$ cat config.mk
export PLATFORM = sky130hd
export DESIGN_NAME = alucomm_seq_flat
export DESIGN_NICKNAME = d
export VERILOG_FILES = /design/src/rtl/alucomm_seq_if.sv /design/src/rtl/alucomm_seq.sv /design/src/flat_wrapper.sv
export SDC_FILE = /design/constraint.sdc
export NUM_CORES = 1
export LEC_CHECK = 0
export BUFFER_PORTS_ARGS = -buffer_cell sky130_fd_sc_hd__buf_4
export CAP_MARGIN = 20
export CELL_PAD_IN_SITES_DETAIL_PLACEMENT = 0
export CELL_PAD_IN_SITES_GLOBAL_PLACEMENT = 1
export CORE_MARGIN = 5
export CORE_UTILIZATION = 30
export CTS_BUF_LIST = sky130_fd_sc_hd__clkbuf_16
export CTS_CLUSTER_DIAMETER = 80
export DETAILED_ROUTE_END_ITERATION = 6
export GPL_ROUTABILITY_DRIVEN = 0
export GPL_TIMING_DRIVEN = 1
export PLACE_DENSITY = 0.59
export SLEW_MARGIN = 40
export SYNTH_ARGS = -nofsm -noshare
export SYNTH_HDL_FRONTEND = slang
export SYNTH_SLANG_ARGS = --single-unit
$ cat constraint.sdc
create_clock -name clk -period 5.78 [get_ports clk]
set_input_delay 1.445 -clock clk [delete_from_list [all_inputs] [get_ports clk]]
set_output_delay 1.445 -clock clk [all_outputs]
set_load 0.005 [all_outputs]
$ cat src/rtl/alucomm_seq_if.sv
// alucomm_seq_if: requester, ALU-control and response signals of the
// alucomm command sequencer; slave = sequencer side, master = environment.
interface alucomm_seq_if #(
    parameter int NREQ = 2,
    parameter int QD   = 4,
    parameter int LWW  = 13,
    parameter int TAGW = 4
);
    localparam int IDW = $clog2(NREQ);
    localparam int QLW = $clog2(QD) + 1;

    logic [NREQ-1:0]      req_valid;
    logic [NREQ-1:0]      req_ready;
    logic [NREQ*8-1:0]    req_func;
    logic [NREQ*32-1:0]   req_opt;
    logic [NREQ*LWW-1:0]  req_alen;
    logic [NREQ*TAGW-1:0] req_tag;
    logic                 flush;
    logic                 alu_start;
    logic [7:0]           alu_func;
    logic [31:0]          alu_opt;
    logic [LWW-1:0]       alu_alen;
    logic                 alu_busy;
    logic                 alu_done;
    logic                 alu_crreg;
    logic                 rsp_valid;
    logic                 rsp_ready;
    logic [IDW-1:0]       rsp_id;
    logic [TAGW-1:0]      rsp_tag;
    logic                 rsp_cr;
    logic                 rsp_err;
    logic [QLW-1:0]       q_level;

    modport slave (
        input  req_valid, req_func, req_opt, req_alen, req_tag, flush,
        input  alu_busy, alu_done, alu_crreg, rsp_ready,
        output req_ready, alu_start, alu_func, alu_opt, alu_alen,
        output rsp_valid, rsp_id, rsp_tag, rsp_cr, rsp_err, q_level
    );

    modport master (
        output req_valid, req_func, req_opt, req_alen, req_tag, flush,
        output alu_busy, alu_done, alu_crreg, rsp_ready,
        input  req_ready, alu_start, alu_func, alu_opt, alu_alen,
        input  rsp_valid, rsp_id, rsp_tag, rsp_cr, rsp_err, q_level
    );
endinterface

$ cat src/rtl/alucomm_seq.sv
// alucomm_seq: round-robin command arbiter + FIFO + issue FSM for alucomm.
// Optional watchdog/HALT state enabled by defining ALUSEQ_TIMEOUT_EN.
module alucomm_seq #(
    parameter int NREQ  = 2,
    parameter int QD    = 4,
    parameter int LWW   = 13,
    parameter int TAGW  = 4,
    parameter int TOCYC = 4096
) (
    input  logic         clk,
    input  logic         resetn,
    alucomm_seq_if.slave bus
);
    localparam int IDW = $clog2(NREQ);
    localparam int PW  = $clog2(QD);
    localparam int QLW = PW + 1;
    localparam logic [IDW:0] NR = (IDW+1)'(NREQ);

    typedef enum logic [2:0] {
        S_IDLE, S_ISSUE, S_WAIT, S_RESP, S_HALT
    } state_t;

    state_t state, state_nxt;

    logic [IDW-1:0]  rr_ptr, off, win;
    logic [IDW:0]    sum;
    logic [NREQ-1:0] rot, grant;
    logic            any, can_acc, accept, pop, halt;
    logic [QLW-1:0]  wr_ptr, rd_ptr, level;
    logic            full, empty;

    logic [IDW-1:0]  q_id   [QD];
    logic [TAGW-1:0] q_tag  [QD];
    logic [7:0]      q_func [QD];
    logic [31:0]     q_opt  [QD];
    logic [LWW-1:0]  q_alen [QD];

    logic [IDW-1:0]  h_id;
    logic [TAGW-1:0] h_tag;
    logic [7:0]      h_func;
    logic [31:0]     h_opt;
    logic [LWW-1:0]  h_alen;

    logic [7:0]      op_func;
    logic [31:0]     op_opt;
    logic [LWW-1:0]  op_alen;
    logic [IDW-1:0]  r_id;
    logic [TAGW-1:0] r_tag;
    logic            r_cr, r_err, start_c, rvalid_c;

    // Rotate valids so bit 0 is the requester at rr_ptr, then find first.
    always_comb begin
        rot   = NREQ'({bus.req_valid, bus.req_valid} >> rr_ptr);
        any   = |rot;
        off   = '0;
        grant = '0;
        for (int i = NREQ - 1; i >= 0; i--)
            if (rot[i]) off = IDW'(i);
        sum = {1'b0, rr_ptr} + {1'b0, off};
        if (sum >= NR) sum = sum - NR;
        win = sum[IDW-1:0];
        for (int k = 0; k < NREQ; k++)
            grant[k] = any && (win == IDW'(k));
    end

    assign level   = wr_ptr - rd_ptr;
    assign full    = (level == QLW'(QD));
    assign empty   = (level == '0);
    assign can_acc = ~full & ~bus.flush & ~halt;
    assign accept  = any & can_acc;
    assign pop     = (state == S_IDLE) & ~empty & ~bus.alu_busy & ~bus.flush;

    assign bus.req_ready = grant & {NREQ{can_acc}};
    assign bus.q_level   = level;

    assign h_id   = q_id[rd_ptr[PW-1:0]];
    assign h_tag  = q_tag[rd_ptr[PW-1:0]];
    assign h_func = q_func[rd_ptr[PW-1:0]];
    assign h_opt  = q_opt[rd_ptr[PW-1:0]];
    assign h_alen = q_alen[rd_ptr[PW-1:0]];

    always_ff @(posedge clk or negedge resetn) begin
        if (!resetn) begin
            wr_ptr <= '0;
            rd_ptr <= '0;
            rr_ptr <= '0;
        end else begin
            if (accept)
                rr_ptr <= (win == IDW'(NREQ - 1)) ? '0 : win + 1'b1;
            if (bus.flush) begin
                wr_ptr <= '0;
                rd_ptr <= '0;
            end else begin
                if (accept) wr_ptr <= wr_ptr + 1'b1;
                if (pop)    rd_ptr <= rd_ptr + 1'b1;
            end
        end
    end

    always_ff @(posedge clk) begin
        if (accept) begin
            q_id[wr_ptr[PW-1:0]]   <= win;
            q_tag[wr_ptr[PW-1:0]]  <= bus.req_tag[TAGW*win +: TAGW];
            q_func[wr_ptr[PW-1:0]] <= bus.req_func[8*win +: 8];
            q_opt[wr_ptr[PW-1:0]]  <= bus.req_opt[32*win +: 32];
            q_alen[wr_ptr[PW-1:0]] <= bus.req_alen[LWW*win +: LWW];
        end
    end

`ifdef ALUSEQ_TIMEOUT_EN
    localparam int CW = $clog2(TOCYC) + 1;
    logic [CW-1:0] wd_cnt;
    logic          tmo, op_to;

    assign tmo = (state == S_WAIT) & ~bus.alu_done &
                 (wd_cnt == CW'(TOCYC - 1));

    always_ff @(posedge clk or negedge resetn) begin
        if (!resetn) begin
            wd_cnt <= '0;
            op_to  <= 1'b0;
        end else begin
            if (state == S_ISSUE)     wd_cnt <= '0;
            else if (state == S_WAIT) wd_cnt <= wd_cnt + 1'b1;
            if (pop)      op_to <= 1'b0;
            else if (tmo) op_to <= 1'b1;
        end
    end
`else
    logic unused_tocyc;
    assign unused_tocyc = (TOCYC != 0);
`endif

    always_ff @(posedge clk or negedge resetn) begin
        if (!resetn) state <= S_IDLE;
        else         state <= state_nxt;
    end

    always_comb begin
        state_nxt = state;
        unique case (state)
            S_IDLE:
                if (pop) state_nxt = (h_alen == '0) ? S_RESP : S_ISSUE;
            S_ISSUE:
                state_nxt = S_WAIT;
            S_WAIT: begin
                if (bus.alu_done) state_nxt = S_RESP;
`ifdef ALUSEQ_TIMEOUT_EN
                else if (tmo)     state_nxt = S_RESP;
`endif
            end
            S_RESP:
`ifdef ALUSEQ_TIMEOUT_EN
                if (bus.rsp_ready) state_nxt = op_to ? S_HALT : S_IDLE;
            S_HALT:
                if (bus.flush) state_nxt = S_IDLE;
`else
                if (bus.rsp_ready) state_nxt = S_IDLE;
`endif
            default:
                state_nxt = S_IDLE;
        endcase
    end

    always_comb begin
        start_c  = (state == S_ISSUE);
        rvalid_c = (state == S_RESP);
        halt     = 1'b0;
`ifdef ALUSEQ_TIMEOUT_EN
        halt     = (state == S_HALT);
`endif
    end

    // Op regs keep driving alucomm after the op, since func is decoded live.
    always_ff @(posedge clk or negedge resetn) begin
        if (!resetn) begin
            op_func <= '0;
            op_opt  <= '0;
            op_alen <= '0;
            r_id    <= '0;
            r_tag   <= '0;
            r_cr    <= 1'b0;
            r_err   <= 1'b0;
        end else if (pop) begin
            op_func <= h_func;
            op_opt  <= h_opt;
            op_alen <= h_alen;
            r_id    <= h_id;
            r_tag   <= h_tag;
            r_cr    <= 1'b0;
            r_err   <= (h_alen == '0);
        end else if (state == S_WAIT && bus.alu_done) begin
            r_cr  <= bus.alu_crreg;
            r_err <= 1'b0;
`ifdef ALUSEQ_TIMEOUT_EN
        end else if (tmo) begin
            r_cr  <= 1'b0;
            r_err <= 1'b1;
`endif
        end
    end

    assign bus.alu_start = start_c;
    assign bus.alu_func  = op_func;
    assign bus.alu_opt   = op_opt;
    assign bus.alu_alen  = op_alen;
    assign bus.rsp_valid = rvalid_c;
    assign bus.rsp_id    = r_id;
    assign bus.rsp_tag   = r_tag;
    assign bus.rsp_cr    = r_cr;
    assign bus.rsp_err   = r_err;
endmodule

$ cat src/flat_wrapper.sv
// flat-port wrapper written by rule: the top's interface ports become plain ports
module alucomm_seq_flat 
#(
    parameter int NREQ  = 2,
    parameter int QD    = 4,
    parameter int LWW   = 13,
    parameter int TAGW  = 4,
    parameter int TOCYC = 4096
)
  (clk, resetn, bus_req_valid, bus_req_func, bus_req_opt, bus_req_alen, bus_req_tag, bus_flush, bus_alu_busy, bus_alu_done, bus_alu_crreg, bus_rsp_ready, bus_req_ready, bus_alu_start, bus_alu_func, bus_alu_opt, bus_alu_alen, bus_rsp_valid, bus_rsp_id, bus_rsp_tag, bus_rsp_cr, bus_rsp_err, bus_q_level);
  alucomm_seq_if #(.NREQ(NREQ), .QD(QD), .LWW(LWW), .TAGW(TAGW)) bus_i ();
  input  logic clk;
  input  logic resetn;
  input wire logic [$bits(bus_i.req_valid)-1:0] bus_req_valid;
  input wire logic [$bits(bus_i.req_func)-1:0] bus_req_func;
  input wire logic [$bits(bus_i.req_opt)-1:0] bus_req_opt;
  input wire logic [$bits(bus_i.req_alen)-1:0] bus_req_alen;
  input wire logic [$bits(bus_i.req_tag)-1:0] bus_req_tag;
  input wire logic [$bits(bus_i.flush)-1:0] bus_flush;
  input wire logic [$bits(bus_i.alu_busy)-1:0] bus_alu_busy;
  input wire logic [$bits(bus_i.alu_done)-1:0] bus_alu_done;
  input wire logic [$bits(bus_i.alu_crreg)-1:0] bus_alu_crreg;
  input wire logic [$bits(bus_i.rsp_ready)-1:0] bus_rsp_ready;
  output wire logic [$bits(bus_i.req_ready)-1:0] bus_req_ready;
  output wire logic [$bits(bus_i.alu_start)-1:0] bus_alu_start;
  output wire logic [$bits(bus_i.alu_func)-1:0] bus_alu_func;
  output wire logic [$bits(bus_i.alu_opt)-1:0] bus_alu_opt;
  output wire logic [$bits(bus_i.alu_alen)-1:0] bus_alu_alen;
  output wire logic [$bits(bus_i.rsp_valid)-1:0] bus_rsp_valid;
  output wire logic [$bits(bus_i.rsp_id)-1:0] bus_rsp_id;
  output wire logic [$bits(bus_i.rsp_tag)-1:0] bus_rsp_tag;
  output wire logic [$bits(bus_i.rsp_cr)-1:0] bus_rsp_cr;
  output wire logic [$bits(bus_i.rsp_err)-1:0] bus_rsp_err;
  output wire logic [$bits(bus_i.q_level)-1:0] bus_q_level;
  assign bus_i.req_valid = bus_req_valid;
  assign bus_i.req_func = bus_req_func;
  assign bus_i.req_opt = bus_req_opt;
  assign bus_i.req_alen = bus_req_alen;
  assign bus_i.req_tag = bus_req_tag;
  assign bus_i.flush = bus_flush;
  assign bus_i.alu_busy = bus_alu_busy;
  assign bus_i.alu_done = bus_alu_done;
  assign bus_i.alu_crreg = bus_alu_crreg;
  assign bus_i.rsp_ready = bus_rsp_ready;
  assign bus_req_ready = bus_i.req_ready;
  assign bus_alu_start = bus_i.alu_start;
  assign bus_alu_func = bus_i.alu_func;
  assign bus_alu_opt = bus_i.alu_opt;
  assign bus_alu_alen = bus_i.alu_alen;
  assign bus_rsp_valid = bus_i.rsp_valid;
  assign bus_rsp_id = bus_i.rsp_id;
  assign bus_rsp_tag = bus_i.rsp_tag;
  assign bus_rsp_cr = bus_i.rsp_cr;
  assign bus_rsp_err = bus_i.rsp_err;
  assign bus_q_level = bus_i.q_level;
  alucomm_seq #(.NREQ(NREQ), .QD(QD), .LWW(LWW), .TAGW(TAGW), .TOCYC(TOCYC)) u_core (.clk(clk), .resetn(resetn), .bus(bus_i));
endmodule
==> results of run 1 <==
==> metal layers <==
metal	GRT usage (%)	vias up	part of all wire [%]
met3	2.60	40	5.4
met4	2.70	0	1.6
met1	15.4	3089	45
li1	-	2730	-
met2	17.7	141	48
met5	0	-	0
==> final timing paths <==
kind	cells after the start	from	endpoint	slack (ns)
max in group asynchronous	1	resetn	u_core.rd_ptr[1]	4.25
worst max-delay path	7	u_core.rd_ptr[0]	bus_req_ready[1]	1.13
worst max register to register	7	u_core.rd_ptr[0]	u_core.q_func[3][4]	2.21
min in group asynchronous	1	resetn	u_core.bus.alu_alen[5]	0.99
worst min register to register	1	u_core.bus.alu_opt[6]	u_core.bus.alu_opt[6]	0.50
worst min-delay path	1	u_core.bus.alu_opt[6]	u_core.bus.alu_opt[6]	0.50
==> critical path, stage by stage (launching register included) <==
cell and delay (ns):
dfrtp_4 0.70, ha_1 0.32, fa_1 0.42, xor3_1 0.46, a31oi_1 0.29, o21ai_2 0.25, nor2_1 0.16, buf_4 0.13
==> cells in the final DEF, fill, tap and decap left out, types with 2 or more instances in the layout <==
| cell | netlist | layout |
|---|---|---|
| edfxtp_1 | 232 | 232 |
| nor2_4 | 0 | 5 |
| buf_12 | 1 | 3 |
| nor4_2 | 2 | 2 |
| buf_6 | 1 | 6 |
| inv_8 | 0 | 2 |
| mux2i_1 | 3 | 3 |
| clkinv_2 | 0 | 8 |
| nand2_1 | 7 | 7 |
| dfrtp_4 | 0 | 2 |
| ha_1 | 10 | 10 |
| clkinv_1 | 0 | 6 |
| mux4_2 | 50 | 50 |
| inv_1 | 17 | 24 |
| mux2_2 | 115 | 115 |
| nand3_1 | 3 | 3 |
| nor2_1 | 12 | 7 |
| mux4_1 | 8 | 8 |
| clkbuf_16 | 0 | 37 |
| dfrtp_1 | 69 | 67 |
| o21ai_0 | 2 | 2 |
| bufinv_16 | 0 | 2 |
| buf_4 | 7 | 190 |
==> power breakdown <==
| part | leakage (nW) | internal (mW) | switching, mW |
|---|---|---|---|
| clock | 0.579 | 1.25 | 0.841 |
| combinational | 2.04 | 1.03 | 0.813 |
| sequential | 2.96 | 2.89 | 0.227 |
| total | 5.57 | 5.17 | 1.88 |
==> layout make-up <==
| type | instances | area [um^2] | area share [%] |
|---|---|---|---|
| multi-input combinational | 232 | 3150 | 20.6 |
| clock inverter | 26 | 180 | 1.18 |
| tap | 525 | 657 | 4.31 |
| clock buffer | 37 | 926 | 6.07 |
| timing repair buffer | 200 | 1570 | 10.3 |
| inverter | 17 | 63.8 | 0.419 |
| sequential | 301 | 8700 | 57.1 |
==> cell families after synthesis <==
| kind of cell | synth area share (%) |
|---|---|
| DFF | 72.4 |
| AOI/OAI and AO/OA | 0.667 |
| muxes | 22.2 |
| and+or+nand+nor | 1.35 |
| xor gates and xnor gates | 0.344 |
| adders and majority gates | 1.29 |
| buffers and inverters | 1.80 |
==> registers in the layout, summed over array words and instances, names as in the netlist <==
signal / cells
u_core.q_opt: 128
u_core.q_alen: 52
u_core.bus.alu_opt: 32
u_core.q_func: 32
u_core.q_tag: 16
u_core.bus.alu_alen: 13
u_core.bus.alu_func: 8
u_core.bus.rsp_tag: 4
u_core.q_id: 4
u_core.rd_ptr: 3
u_core.wr_ptr: 3
u_core.state: 2
u_core.bus.rsp_cr: 1
u_core.bus.rsp_err: 1
u_core.bus.rsp_id: 1
u_core.rr_ptr: 1
==> impl_results.md, run 1 <==
- Vias post-DR: 6000
- Max IR drop VDD: between 0.00015 and 0.0002 V
- Die Ht: 210 um
- Placed instance area: between 10000 and 15000 um^2
- Post-DP HPWL: 14.9 mm
- Drt drc: 0
- Gate Count Post-Synth: approximately 580
- # Max-Cap Violations: 0
- Tot GR Track Use: between 10 and 15%
- IO Count: 190
- Buffers on Ports: 189
- Max Fclk: about 0.21 GHz
- Status: complete, no violations
- Netlist cell types: 39
- Critical path capture point type: output pin
- CTS max path bufs: 3
- Setup slack after layout: between 1 and 1.5 ns
- Fillers: roughly 3700
- WHS: slightly above 0.5 ns
- Top cells by area, synth: edfxtp_1 (58%), dfrtp_1 (14%), mux2_2 (11%)
- Post-Layout Cell Count: between 1000 and 1500
- Post-CTS Resized: 0
- Pwr Total: between 7 and 8 mW
- CTS sink count: between 300 and 400
- Power Density: ~460 nW/um^2
- Die area: 44100 um^2
- Most common flop cell mapped by yosys: edfxtp_1
- Layout cells sized above 1: between 50% and 60%
- Clk_lat worst skew: 0.50 ns
- Diodes inserted: 0
- CTS Buf Count: 35
- Pins Over Slew Limit: 0
- P&R area growth vs syn: 26.9%
- Register bit total from synthesis: about 300
- Clock-pin transition on the worst setup and hold timing paths: 0.06 ns
- Top cells by count, synth: edfxtp_1 (232), mux2_2 (115), dfrtp_1 (69)
- Detailed-route wire length per cell: 18.5 um
- Worst EP arrival: 3.21 ns
- Worst hold path type: reg2reg
- H-tree depth: 2
- Final WL: between 20 and 25 mm
- Synthesized cell area: around 12000 um^2
- Inst Count DP: about 1300
- Syn_nets: about 710
- Crit-path max FO: 27
- DR pass1 iterations: 4
- Kind of critical path: reg2out
- EDFF count, synth: 232
- Fin util: slightly below 40%
- Initial Util: between 30% and 40%
- Max_slew headroom: 52.7%
- TNS Setup: 0 ns
- Die X-Extent: around 210 um
- First-pass GRT wire length: 38.4 mm
- Post-CTS Setup Inserts: 0
- Final global-route overflow total: 0
- Dpl ws: between 1.5 and 2 ns
- Worst Tran Pin Value: 0.709 ns
- RSZ-0062 raised after global routing: no
- Yosys warning total: 0
- Cell row count: between 70 and 80
- Period utilization: 80.5%
- Minimum clock period: 4.65 ns
- Initial antenna violation count: 0
- Count leader, synth: edfxtp_1
- Critical Path Start Type: register
- Layout Skew: 0.0186 ns
- CTS Root Cell: clkbuf_16
- Async SR Flop Fraction: between 20% and 30%
- Final setup viols: 0
- Number of global-route vias before repair: roughly 6500
- Final hold viol count: 0
- Syn Area/Cell: 20.9 um^2
- Largest net degree at the start of global routing: 70
- Yosys top cell by area: edfxtp_1
- Worst path required time: around 4.3 ns
- Top-area cell type share of the netlist area: 58.0%
- Drt via density: approximately 4.5
- Leak: ~5.6 nW
- Seq/Total Area, Yosys: slightly above 70%
- Core area: 39600 um^2
- Antenna viol nets, final: 0
- Final Instance Area: approximately 15000 um^2
- TritonCTS clock tree: built
- NumNets Final: between 900 and 1000
- DR iter-0 viols: roughly 210
- Hold-fix buffers, CTS: 0
(Power assumes the default switching activity.)
==> inputs of run 2 (changes only) <==
--- a/config.mk
+++ b/config.mk
@@ -5,6 +5,7 @@
 export SDC_FILE = /design/constraint.sdc
 export NUM_CORES = 1
 export LEC_CHECK = 0
+export ABC_AREA = 1
 export BUFFER_PORTS_ARGS = -buffer_cell sky130_fd_sc_hd__buf_4
 export CAP_MARGIN = 20
 export CELL_PAD_IN_SITES_DETAIL_PLACEMENT = 0
@@ -16,7 +17,7 @@
 export DETAILED_ROUTE_END_ITERATION = 6
 export GPL_ROUTABILITY_DRIVEN = 0
 export GPL_TIMING_DRIVEN = 1
-export PLACE_DENSITY = 0.59
+export PLACE_DENSITY = 0.63
 export SLEW_MARGIN = 40
 export SYNTH_ARGS = -nofsm -noshare
 export SYNTH_HDL_FRONTEND = slang
==> constraint.sdc (replaced) <==
create_clock -name clk -period 4.4 [get_ports clk]
set_input_delay 1.1 -clock clk [delete_from_list [all_inputs] [get_ports clk]]
set_output_delay 1.1 -clock clk [all_outputs]
set_load 0.005 [all_outputs]
==> run 2 against run 1 <==
Net effect: clock-buffer cell count down 1; combinational power up 31%; final area up 0.87%; hold slack worse by 0.025 ns; routed wire length up 31%; flip-flop and latch count unchanged; synthesized cell count up 95%; largest power group unchanged; highest routed layer unchanged.
==> impl_results.md, run 2 <==
- Status: complete, no violations (unchanged)
- Die area: 45300 um^2 (was 44100 um^2)
- Number of global-route vias before repair: 8547 (was 6461)
- HP Start: u_core.bus.alu_opt[30] (was u_core.bus.alu_opt[6])
- Most common flop cell mapped by yosys: edfxtp_1 (unchanged)
- Kind of critical path: reg2out (unchanged)
- Power Density: 588 nW/um^2 (was 463 nW/um^2)
- Critical Path Start Type: register (unchanged)
- Netlist cell types: 26 (was 39)
- Yosys top cell by area: edfxtp_1 (unchanged)
- Initial antenna violation count: 0 (unchanged)
- Inst Count DP: 1794 (was 1274)
- R2r worst-path depth: 12 (was 7)
- CTS Root Cell: clkbuf_16 (unchanged)
- Top-area cell type share of the netlist area: 56.4% (was 58.0%)
- Post-CTS Resized: 0 (unchanged)
- Worst Tran Pin Value: 0.802 ns (was 0.709 ns)
- Drt via density: 4.55 (was 4.48)
- Vias post-DR: 8441 (was 6000)
- Final WL: 32.3 mm (was 24.7 mm)
- Die Ht: 213 um (was 210 um)
- DR iter-0 viols: 457 (was 209)
- Pins Over Slew Limit: 0 (unchanged)
- Top cells by count, synth: nand2_1 (414), edfxtp_1 (232), nor2_1 (100) (was edfxtp_1 (232), mux2_2 (115), dfrtp_1 (69))
- Layout Skew: 0.0214 ns (was 0.0186 ns)
- Gate Count Post-Synth: 1120 (was 575)
- Count leader, synth: nand2_1 (was edfxtp_1)
- Post-Layout Cell Count: 1857 (was 1338)
- Fillers: 3993 (was 3662)
- Die X-Extent: 213 um (was 210 um)
- Layout cells sized above 1: 20.6% (was 52.8%)
- CTS max path bufs: 3 (unchanged)
- R2r setup slk: 1.69 ns (was 2.21 ns)
- TritonCTS clock tree: built (unchanged)
- # Max-Cap Violations: 0 (unchanged)
- TNS Setup: 0 ns (unchanged)
- Syn Area/Cell: 11.0 um^2 (was 20.9 um^2)
- Critical path capture point type: output pin (unchanged)
- CTS sink count: 301 (unchanged)
- Minimum clock period: 3.48 ns
- Crit. Startpoint: u_core.wr_ptr[0] (was u_core.rd_ptr[0])
- Detailed-route wire length per cell: 17.4 um (was 18.5 um)
- EDFF count, synth: 232 (unchanged)
- IO Count: 190 (unchanged)
- Initial Util: 30.3% (about the same)
- Drt drc: 0 (unchanged)
- Worst Hold Depth: 2 (was 1)
- Most common cell after layout, fill and taps aside: nand2_1 (was edfxtp_1)
- Reg-to-reg endpoint: u_core.q_opt[1][17] (was u_core.q_func[3][4])
- Hold-fix buffers, CTS: 0 (unchanged)
- Fin util: 37.7% (was 38.5%)
- Clock-pin transition on the worst setup and hold timing paths: 0.06 ns (about the same)
- Register bit total from synthesis: 301 (unchanged)
- Most frequent cells in the layout: nand2_1 (414), edfxtp_1 (232), buf_4 (197), nor2_1 (96), o21ai_0 (79) (was edfxtp_1 (232), buf_4 (190), mux2_2 (115), dfrtp_1 (67), mux4_2 (50))
- Post-CTS Setup Inserts: 0 (unchanged)
- Buffers on Ports: 189 (unchanged)
- Worst r2r src: u_core.wr_ptr[0] (was u_core.rd_ptr[0])
- Largest net degree at the start of global routing: 81 (was 70)
- Max IR drop VDD: 0.000263 V (was 0.000163 V)
- Clk_lat worst skew: 0.51 ns (was 0.50 ns)
- Seq/Total Area, Yosys: 70.4% (was 72.4%)
- Max Fclk: roughly 0.29 GHz
- H-tree depth: 2 (unchanged)
- Max FFs per register: 128 (unchanged)
- Synthesized cell area: 12300 um^2 (was 12000 um^2)
- P&R area growth vs syn: 24.6% (was 26.9%)
- Worst path required time: 3.30 ns (was 4.34 ns)
- Yosys warning total: 0 (unchanged)
- Worst hold path type: reg2reg (unchanged)
- Max_slew headroom: 46.5% (was 52.7%)
- Hold Path Sink: u_core.bus.alu_opt[30] (was u_core.bus.alu_opt[6])
- Leak: 6.45 nW (was 5.57 nW)
- NumNets Final: 1433 (was 921)
- Period utilization: between 70% and 80%
- Worst EP arrival: 2.38 ns (was 3.21 ns)
- Post-DP HPWL: 18.4 mm (was 14.9 mm)
- Async SR Flop Fraction: 22.9% (unchanged)
- Final global-route overflow total: 0 (unchanged)
- RSZ-0062 raised after global routing: no (unchanged)
- Core area: 40700 um^2 (was 39600 um^2)
- First-pass GRT wire length: 49.8 mm (was 38.4 mm)
- Antenna viol nets, final: 0 (unchanged)
- Syn_nets: 1254 (was 709)
- Tot GR Track Use: 14.1% (was 11.0%)
- Final hold viol count: 0 (unchanged)
- Cell row count: 74 (was 73)
- Top cells by area, synth: edfxtp_1 (56%), dfrtp_1 (14%), nand2_1 (13%) (was edfxtp_1 (58%), dfrtp_1 (14%), mux2_2 (11%))
- Final setup viols: 0 (unchanged)
- Pwr Total: 9.04 mW (was 7.05 mW)
- DR pass1 iterations: 4 (unchanged)
- Diodes inserted: 0 (unchanged)
- CTS Buf Count: 35 (unchanged)
- Crit-path max FO: 5 (was 27)
run 2: cell count changes after synthesis, sizes merged, moves of 3 or more:
cell / previous run / this run
buf: 22 / 42
clkbuf: 3 / 21
inv: 17 / 29
mux2: 115 / 1
mux2i: 3 / 0
mux4: 58 / 0
nand2: 7 / 415
nand3: 3 / 35
nor2: 12 / 102
o21ai: 3 / 112
o22ai: 0 / 47
run 2: cell families (layout without fill, tap and decap cells):
logic type,count (synthesis),in the layout,synth area share [%]
flip-flops,301,301,70.4
AO/OA/AOI/OAI,160,160,7.02
multiplexers,1,1,0.0912
AND/OR/NAND/NOR,555,555,17.4
buffers and inverters,92,297,3.85
adder cells (fa/ha/maj),11,11,1.18
run 2: area by class of cell:
cell class,instances,area (um^2),area share [%]
well taps,532,666,4.33
clock buffers,36,901,5.86
multi-input cells,727,3220,20.9
clock inverters,27,161,1.05
inverters,29,116,0.757
flip-flops and latches,301,8700,56.6
repair buffers,205,1610,10.5
run 2: how the worst max path moves through the flow:
stage          slack (ns)  cells past startpoint                  end
2_1_floorplan       -0.18                     11  u_core.q_alen[0][0]
3_3_place_gp         1.38                      8   u_core.q_tag[0][2]
3_5_place_dp         1.38                      7     bus_req_ready[1]
4_1_cts              0.89                     11     bus_req_ready[1]
5_1_grt              0.73                     11     bus_req_ready[1]
6_report             0.92                     11     bus_req_ready[1]
run 2: worst max-delay path, cell delays in order, from the launching register on:
cell and delay, ns:
dfrtp_1 0.41, inv_1 0.11, ha_1 0.22, fa_1 0.56
nand2_1 0.05, inv_1 0.08, nand2_1 0.05, nand2_1 0.11
inv_1 0.05, nand2_1 0.08, nor2_1 0.05, buf_4 0.13
run 2: metrics by stage:
stage          hold WS [ns]  setup WS [ns]  area (um^2)
5_1_grt               0.499          0.735        15400
3_3_place_gp          0.466           1.38        14300
2_1_floorplan         0.472         -0.184        12300
6_report              0.480          0.918        15400
3_5_place_dp          0.466           1.38        14300
4_1_cts               0.482          0.893        15400
run 2: where the power goes:
group | total (mW) | internal (mW) | switching [mW] | leakage [nW]
Combinational | 2.41 | 0.902 | 1.51 | 2.89
Clock | 2.65 | 1.54 | 1.10 | 0.554
Sequential | 3.98 | 3.75 | 0.228 | 3.01
run 2: layer usage:
layer	up-vias	GRT usage, %	wire length [um]
li1	4164	-	-
met1	4060	19.1	14500
met2	177	24.0	15700
met3	40	2.53	1590
met4	0	3.00	501
met5	-	0	0
==> inputs of run 3 (changes only) <==
==> constraint.sdc (replaced) <==
create_clock -name clk -period 3.3 [get_ports clk]
set_input_delay 0.825 -clock clk [delete_from_list [all_inputs] [get_ports clk]]
set_output_delay 0.825 -clock clk [all_outputs]
set_load 0.005 [all_outputs]
==> run 3 against run 2 <==
Net effect: register-to-register slack worse by 1.2 ns; largest cell class unchanged; non-clock buffer count up 8; clock-buffer cell count unchanged; highest routed layer unchanged; utilization up 0.13 points.
==> impl_results.md, run 3 (same netlist as run 2, synthesis figures left out) <==
- First-pass GRT wire length: 48.7 mm (was 49.8 mm)
- Worst hold path type: in2async (was reg2reg)
- Max Fclk: 0.314 GHz
- Tot GR Track Use: 13.8% (was 14.1%)
- Worst EP arrival: 2.36 ns (was 2.38 ns)
- RSZ-0062 raised after global routing: no (unchanged)
- Antenna viol nets, final: 0 (unchanged)
- CTS Buf Count: 34 (was 35)
- Vias post-DR: 8403 (was 8441)
- Final Instance Area: 15400 um^2 (about the same)
- TritonCTS clock tree: built (unchanged)
- Setup slack after layout: 0.116 ns (was 0.918 ns)
- CP peak stage delay: 0.56 ns (about the same)
- Initial Util: 30.3% (unchanged)
- Crit-path leading delay family: adder cells (unchanged)
- Leak: 6.49 nW (was 6.45 nW)
- Final setup viols: 0 (unchanged)
- # Max-Cap Violations: 0 (unchanged)
- Worst r2r src: u_core.rd_ptr[0] (was u_core.wr_ptr[0])
- DR pass1 iterations: 4 (unchanged)
- NumNets Final: 1440 (was 1433)
- Status: complete, no violations (unchanged)
- Hold-fix buffers, CTS: 0 (unchanged)
- Final global-route overflow total: 0 (unchanged)
- Worst path required time: 2.47 ns (was 3.30 ns)
- P&R area growth vs syn: 25.0% (was 24.6%)
- CTS Root Cell: clkbuf_16 (unchanged)
- Crit-path cells: ha_1 -> fa_1 -> nand2_1 -> inv_1 -> nand2_1 -> nand2_2 -> inv_1 -> nand2_1 -> nor2_1 -> buf_4 (was inv_1 -> ha_1 -> fa_1 -> nand2_1 -> inv_1 -> nand2_1 -> nand2_1 -> inv_1 -> nand2_1 -> nor2_1 -> buf_4)
- Critical Path Start Type: register (unchanged)
- Drt drc: 0 (unchanged)
- Crit. Startpoint: u_core.rd_ptr[0] (was u_core.wr_ptr[0])
- CTS sink count: 301 (unchanged)
- Die Ht: 213 um (unchanged)
- H-tree depth: 2 (unchanged)
- Die area: 45300 um^2 (unchanged)
- Number of global-route vias before repair: 8443 (was 8547)
- Crit-path max FO: 3 (was 5)
- Gate power share: 27.1% (was 26.7%)
- TNS Setup: 0 ns (unchanged)
- Initial antenna violation count: 0 (unchanged)
- CP Buf/Inv Count: 3 (was 4)
- Critical path capture point type: output pin (unchanged)
- Fillers: 4048 (was 3993)
- P_int: 8.34 mW (was 6.19 mW)
- CTS max path bufs: 3 (unchanged)
- Detailed-route wire length per cell: 17.0 um (was 17.4 um)
- Clock-pin transition on the worst setup and hold timing paths: 0.06 ns (about the same)
- Layout Skew: 0.0167 ns (was 0.0214 ns)
- Kind of critical path: reg2out (unchanged)
- Worst Tran Pin Value: 0.748 ns (was 0.802 ns)
- Sw Pwr: 3.78 mW (was 2.84 mW)
- Crit-path slowest cell: fa_1 (unchanged)
- Max IR drop VDD: 0.000342 V (was 0.000263 V)
- Diodes inserted: 0 (unchanged)
- Final hold viol count: 0 (unchanged)
- DR iter-0 viols: 413 (was 457)
- Worst path most repeated cell: nand2_1 (unchanged)
- Pwr Total: 12.1 mW (was 9.04 mW)
- IO Count: 190 (unchanged)
- Pins Over Slew Limit: 0 (unchanged)
- Switching share of power: 31.2% (was 31.5%)
- Final WL: 31.7 mm (was 32.3 mm)
- Sequential share of power: 43.6% (was 44.0%)
- Cell row count: 74 (unchanged)
- Layout cells sized above 1: 21.2% (was 20.6%)
- Drt via density: 4.51 (was 4.55)
- Max_slew headroom: 50.2% (was 46.5%)
- Post-DP HPWL: 19.4 mm (was 18.4 mm)
- Most frequent cells in the layout: nand2_1 (413), edfxtp_1 (232), buf_4 (208), nor2_1 (96), o21ai_0 (79) (was nand2_1 (414), edfxtp_1 (232), buf_4 (197), nor2_1 (96), o21ai_0 (79))
- Core area: 40700 um^2 (unchanged)
- Period utilization: 96.5%
- Clock power frac: 29.3% (about the same)
- Minimum clock period: about 3.2 ns
- Largest net degree at the start of global routing: 67 (was 81)
- Clk_lat worst skew: 0.50 ns (was 0.51 ns)
- Buffers on Ports: 189 (unchanged)
- Most common cell after layout, fill and taps aside: nand2_1 (unchanged)
- Fin util: 37.9% (was 37.7%)
- Max FFs per register: 128 (unchanged)
- Placed instance area: 14400 um^2 (was 14300 um^2)
- Power Density: 786 nW/um^2 (was 588 nW/um^2)
- Dpl ws: 0.526 ns (was 1.38 ns)
- Die X-Extent: 213 um (unchanged)
==> run 3: per-layer routing <==
metal,vias up,track usage [%],part of all wire (%)
li1,4174,-,-
met1,4002,18.5,44
met4,0,3.20,1.9
met2,186,23.8,49
met3,41,2.34,4.8
met5,-,0,0
==> run 3: final timing paths <==
kind / to / slack (ns) / depth (start not counted)
worst max-delay path: bus_req_ready[1] / 0.12 / 10
worst min-delay path: u_core.bus.alu_opt[6] / 0.32 / 1
worst max register to register: u_core.q_opt[2][16] / 0.54 / 11
worst min register to register: u_core.bus.alu_opt[29] / 0.48 / 2
max in group asynchronous: u_core.bus.alu_opt[22] / 2.22 / 2
min in group clk: u_core.bus.alu_opt[29] / 0.48 / 2
==> run 3: cell type report <==
class | count | area [um^2] | area share (%)
Inverter | 29 | 114 | 0.738
Multi-Input combinational cell | 727 | 3220 | 20.9
Tap cell | 532 | 666 | 4.31
Timing Repair Buffer | 213 | 1660 | 10.8
Clock buffer | 36 | 901 | 5.84
Clock inverter | 25 | 165 | 1.07
Sequential cell | 301 | 8700 | 56.4
==> run 3: power by group through the flow <==
| stage | clock (mW) | combinational, mW | sequential, mW |
|---|---|---|---|
| floorplan | 0 | 1.89 | 5.34 |
| global placement | 0 | 3.37 | 5.36 |
| finish | 3.55 | 3.28 | 5.29 |
| CTS | 3.65 | 3.39 | 5.30 |
| detailed placement | 0 | 3.39 | 5.36 |
| global route | 3.83 | 3.75 | 5.36 |
==> run 3: repair_timing <==
item | 4_1_cts | 5_1_grt
endpoints found under the setup margin | 0 | 1
setup buffers | 0 | 1
endpoints found under the hold margin | 0 | 0
gates resized for setup | 0 | 1
==> run 3: per-stage QoR <==
| step | hold slack [ns] | cells |
|---|---|---|
| after global routing | 0.330 | 1863 |
| after global placement | 0.466 | 1801 |
| final | 0.320 | 1863 |
| after detailed placement | 0.469 | 1801 |
| after floorplan | 0.472 | 1120 |
| after CTS | 0.314 | 1862 |
